<file path="src/rtl/adc_pulse_emulator.sv">
// Synthetic ADC sample source: negative-going pulses on a baseline.
// Linear rise, exponential decay, manual or periodic auto-trigger.
module adc_pulse_emulator #(
  parameter int DIV_W = 8,
  parameter int PER_W = 24
) (
  input  logic             clk,
  input  logic             rst,
  input  logic             enable,
  input  logic [DIV_W-1:0] clk_div,
  input  logic [15:0]      baseline,
  input  logic [15:0]      amplitude,
  input  logic [15:0]      rise_step,
  input  logic [3:0]       decay_shift,
  input  logic [PER_W-1:0] period,
  input  logic             trigger,
  output logic [15:0]      D_out,
  output logic             ADC_clk_out,
  output logic             ADC_OF,
  output logic             pulse_start,
  output logic             busy,
  output logic [7:0]       missed_cnt
);

  typedef enum logic [1:0] {
    ST_IDLE  = 2'd0,
    ST_RISE  = 2'd1,
    ST_DECAY = 2'd2
  } state_t;

  logic [DIV_W-1:0] r_div_cnt;
  logic [PER_W-1:0] r_per_cnt;
  logic [15:0]      r_level;
  logic             r_pending;
  state_t           r_state;

  logic             w_tick;
  logic             w_per_last;
  logic             w_per_wrap;
  logic             w_trig;
  logic [16:0]      w_sum;
  logic [15:0]      w_first_lvl;
  logic [15:0]      w_rise_lvl;
  logic [15:0]      w_dec_raw;
  logic [15:0]      w_dec;
  logic [15:0]      w_decay_lvl;
  state_t           w_state_nxt;
  logic [15:0]      w_level_nxt;
  logic             w_start;
  logic             w_miss;
  logic signed [17:0] w_diff;
  logic             w_pos_of;
  logic             w_neg_of;
  logic             w_of;
  logic [15:0]      w_dsat;

  assign w_tick = enable && (r_div_cnt == clk_div);

  assign w_per_last = (period != '0) &&
                      (r_per_cnt == period - PER_W'(1));
  assign w_per_wrap = (period == '0) ||
                      (r_per_cnt >= period - PER_W'(1));

  assign w_trig = r_pending || trigger || w_per_last;

  assign w_sum = {1'b0, r_level} + {1'b0, rise_step};
  assign w_rise_lvl = (w_sum > {1'b0, amplitude}) ?
                      amplitude : w_sum[15:0];
  assign w_first_lvl = (rise_step > amplitude) ?
                       amplitude : rise_step;

  assign w_dec_raw = r_level >> decay_shift;
  assign w_dec = (w_dec_raw == 16'd0) ? 16'd1 : w_dec_raw;
  assign w_decay_lvl = (w_dec >= r_level) ?
                       16'd0 : r_level - w_dec;

  // Next envelope level and state for the current tick
  always_comb begin
    w_state_nxt = r_state;
    w_level_nxt = r_level;
    w_start     = 1'b0;
    w_miss      = 1'b0;
    case (r_state)
      ST_IDLE: begin
        w_level_nxt = 16'd0;
        if (w_trig && (amplitude != 16'd0)) begin
          w_level_nxt = w_first_lvl;
          w_start     = 1'b1;
          w_state_nxt = (w_first_lvl == amplitude) ?
                        ST_DECAY : ST_RISE;
        end
      end
      ST_RISE: begin
        w_miss      = w_trig;
        w_level_nxt = w_rise_lvl;
        if (w_rise_lvl == amplitude) begin
          w_state_nxt = (w_rise_lvl == 16'd0) ?
                        ST_IDLE : ST_DECAY;
        end
      end
      ST_DECAY: begin
        w_miss      = w_trig;
        w_level_nxt = w_decay_lvl;
        if (w_decay_lvl == 16'd0) begin
          w_state_nxt = ST_IDLE;
        end
      end
      default: begin
        w_state_nxt = ST_IDLE;
        w_level_nxt = 16'd0;
      end
    endcase
  end

  assign w_diff = $signed({{2{baseline[15]}}, baseline}) -
                  $signed({2'b00, w_level_nxt});

  assign w_pos_of = ~w_diff[17] & (w_diff[16] | w_diff[15]);
  assign w_neg_of = w_diff[17] & ~(w_diff[16] & w_diff[15]);
  assign w_of     = w_pos_of | w_neg_of;
  assign w_dsat   = w_pos_of ? 16'h7FFF :
                    w_neg_of ? 16'h8000 :
                    w_diff[15:0];

  // Sample divider, auto-trigger period counter, trigger latch
  always_ff @(posedge clk) begin
    if (rst) begin
      r_div_cnt <= '0;
      r_per_cnt <= '0;
      r_pending <= 1'b0;
    end else if (!enable) begin
      r_div_cnt <= '0;
      r_pending <= 1'b0;
    end else if (w_tick) begin
      r_div_cnt <= '0;
      r_pending <= 1'b0;
      r_per_cnt <= w_per_wrap ? '0 : r_per_cnt + PER_W'(1);
    end else begin
      r_div_cnt <= r_div_cnt + DIV_W'(1);
      if (trigger) begin
        r_pending <= 1'b1;
      end
    end
  end

  // Pulse FSM with registered sample, strobe and status outputs
  always_ff @(posedge clk) begin
    if (rst) begin
      r_state     <= ST_IDLE;
      r_level     <= 16'd0;
      D_out       <= 16'd0;
      ADC_clk_out <= 1'b0;
      ADC_OF      <= 1'b0;
      pulse_start <= 1'b0;
      busy        <= 1'b0;
      missed_cnt  <= 8'd0;
    end else if (!enable) begin
      r_state     <= ST_IDLE;
      r_level     <= 16'd0;
      ADC_clk_out <= 1'b0;
      pulse_start <= 1'b0;
      busy        <= 1'b0;
    end else if (w_tick) begin
      r_state     <= w_state_nxt;
      r_level     <= w_level_nxt;
      D_out       <= w_dsat;
      ADC_OF      <= w_of;
      ADC_clk_out <= 1'b1;
      pulse_start <= w_start;
      busy        <= (w_state_nxt != ST_IDLE);
      if (w_miss && (missed_cnt != 8'hFF)) begin
        missed_cnt <= missed_cnt + 8'd1;
      end
    end else begin
      ADC_clk_out <= 1'b0;
      pulse_start <= 1'b0;
    end
  end

endmodule

</file>
<file path="config.mk">
export PLATFORM = sky130hd
export DESIGN_NAME = adc_pulse_emulator
export DESIGN_NICKNAME = d
export VERILOG_FILES = /design/src/rtl/adc_pulse_emulator.sv
export SDC_FILE = /design/constraint.sdc
export NUM_CORES = 1
export LEC_CHECK = 0
export CAP_MARGIN = 20
export CORE_ASPECT_RATIO = 0.9
export CORE_MARGIN = 4
export CORE_UTILIZATION = 55
export DETAILED_ROUTE_END_ITERATION = 12
export PLACE_DENSITY = 0.79
export SLEW_MARGIN = 20
export SYNTH_ARGS = -nofsm -noshare
export SYNTH_HDL_FRONTEND = slang
export SYNTH_SLANG_ARGS = --single-unit
</file>
<file path="constraint.sdc">
create_clock -name clk -period 16 [get_ports clk]
set_input_delay 3.2 -clock clk [delete_from_list [all_inputs] [get_ports clk]]
set_output_delay 3.2 -clock clk [all_outputs]
set_load 0.1 [all_outputs]
</file>
==> out/metrics.cfg <==
[critical_path]
worst_setup_path_end_kind = register
path_class = input pin to register
worstPathMaxFanout = 21
crit_path_top_delay_cell = clkdlybuf4s50_1
crit_required_ns = 16.26
worst_path_largest_cell_delay_ns = 1.10
cpMostUsedCell = a21oi_1
cp-start-kind = input pin
arrival_ns = 11.20
reg2reg_depth = 35

[route]
wl_per_cell_um = 19.0
route.antenna.remaining_nets = 0
vias = 9228
drt_wl_total_mm = 28.2
drtIter0Drc = 824
viasPerCell = 6.22
drt_first_pass_iters = 5
drc_errors = 0

[floorplan]
die_h_um = 131
pin_count = 116
num_rows = 44
dieArea_um2 = 19000
die_w_um = 145
coreArea_um2 = 16400
initial_core_util = 0.566

[placed_design]
place_worst_setup_slack_ns = 4.82
portBuffers = 115
gp_congestion = 1.01
dp_hpwl_mm = 22.8

[timing]
worst_slew_pin_slew_ns = 1.07
rsz0062_at_grt = false
hold_violations = 0
fin_setup_tns_ns = 0
fin_crit_ns = 10.93
max-slew-margin-rel = 0.289
finalMaxSlewViolations = 0
finalSetupViolations = 0
fmax_ghz = 0.0914
skew_ns = 0.0101
finalCritPeriodShare = 0.683
setup_ws_ns = 5.07

[synth]
synth.area.top_cells = dfxtp_1, ha_1, xor2_1, xnor2_1, nor2_1
synth_fp_nets = 1392
ys_warn_count = 0
yosysSeqAreaShare = 0.171
synth_ff_type = dfxtp_1
syn_inst = 1186
avgSynthCellArea_um2 = 7.81
synth_edf_count = 0
synth-async-reset-ratio = 0
synth-seq-cells = 79
synth_top_area_share = 0.171
yosysTopAreaCell = dfxtp_1
synthesis.area_um2 = 9260
synth_cell_type_count = 74

[clock_network]
ctsResizeCount = 0
clock_latency_ns = 0.34
cts_hold_buf = 0
cts_buffers = 9
cts-root-buf = clkbuf_16
cts_buffer_depth = 2
cts_setup_buffers = 0
cts_sinks = 79
cts_max_level = 3
cts_tree = done
clkTransAtPathRegs_ns = 0.07

[run]
cap_viol_max_count = 0

[power_and_ir_drop]
switching_share = 0.342
clockPowerShare = 0.336
p_sw_uw = 207
p_int_uw = 400
seq_power_share = 0.325
combPwrFrac = 0.338
vdd_drop_max_uv = 51.3
power_density_nw_per_um2 = 56.0
p_leak_uw = 0.00457
p_total_uw = 607

[grt]
grt.total_usage = 0.292
antenna_found_initial = 0
grt_overflow_total = 0
grt_max_degree = 31
grt_pass1_vias = 8745
grt_pass1_wl_mm = 44.3

[cells_and_area]
area_growth_pct = 17.0
fill_cells = 1417
nNetsFinal = 1477
final_cell_mix = ha_1, clkdlybuf4s50_1, nor2_1, nand2_1, dfxtp_1
drive_gt1_frac = 0.0588
num_antenna_cells = 0

[min_path]
min_path_cells = 2
hold_path.class = register to register

[run_status]
status = finished, final reports clean

[flip-flops by register name, summed over array words and instances, names as in the netlist]
signal	flops
busy	1
r_pending	1
r_level	16
ADC_clk_out	1
ADC_OF	1
r_div_cnt	8
r_per_cnt	24
D_out	16
pulse_start	1
missed_cnt	8
r_state	2
[worst paths after layout]
kind | startpoint | endpoint | slack (ns)
setup reg to reg | r_level[1] | D_out[5] | 8.34
hold / removal | D_out[0] | D_out[0] | 0.48
hold reg to reg | D_out[0] | D_out[0] | 0.48
setup / recovery | decay_shift[1] | D_out[5] | 5.07
[synthesized netlist by cell type, types with 17 or more instances]
cell	instances
mux2i_1	40
a21oi_1	64
o21a_1	21
o22ai_1	17
ha_1	115
nor3_1	20
xnor2_1	58
dfxtp_1	79
nand3_1	32
nand2_1	99
nand4_1	35
nor2_1	109
or2_2	25
a21o_1	27
o21ai_0	64
inv_1	41
xor2_1	61
clkbuf_1	36
and3_1	21
a211oi_1	27
[layer usage]
layer	routed length, µm	up-vias	GRT usage
li1	-	4523	-
met1	12800	4242	0.413
met2	12100	394	0.446
met3	2420	69	0.0580
met4	832	0	0.0943
met5	0	-	0
[kinds of logic (layout without fill, tap and decap cells)]
group,Yosys count,after routing,share of synthesized area
adders and majority gates,118,118,0.162
xor gates and xnor gates,124,124,0.125
AOI/OAI and AO/OA,291,291,0.207
DFF,79,79,0.171
buffers and inverters,88,178,0.0366
muxes,57,57,0.0651
and+or+nand+nor,429,429,0.234
[power groups by stage]
stage	clock network [µW]	registers, µW	logic, µW
finish	204	198	205
global route	215	198	225
CTS	207	198	202
detailed placement	0	202	200
global placement	0	202	199
floorplan	0	203	134
[critical path: cells and delay by family]
| family | cells | cell delay (ns) |
|---|---|---|
| compound gates | 15 | 3.47 |
| buf+inv | 4 | 1.49 |
| simple gates | 9 | 1.46 |
| fa+ha+maj | 4 | 1.23 |
| mux | 1 | 0.21 |
| xor+xnor | 1 | 0.16 |
[layout make-up]
class                   instances  area, µm²  share of cell area
multi-input cells            1019       7350               0.679
flip-flops and latches         79       1580               0.146
repair buffers                119       1180               0.109
well taps                     207        259              0.0239
clock buffers                   9        225              0.0208
inverters                      43        161              0.0149
clock inverters                 7       73.8             0.00681
[through the flow]
step / instances / utilization / cell area, µm² / hold slack (ns)
after CTS: 1483 / 0.662 / 10800 / 0.480
final: 1483 / 0.663 / 10800 / 0.477
after global placement: 1467 / 0.644 / 10500 / 0.455
after floorplan: 1186 / - / 9260 / 0.437
after global routing: 1483 / 0.663 / 10800 / 0.499
after detailed placement: 1467 / 0.644 / 10500 / 0.465
(Power assumes the default switching activity.)
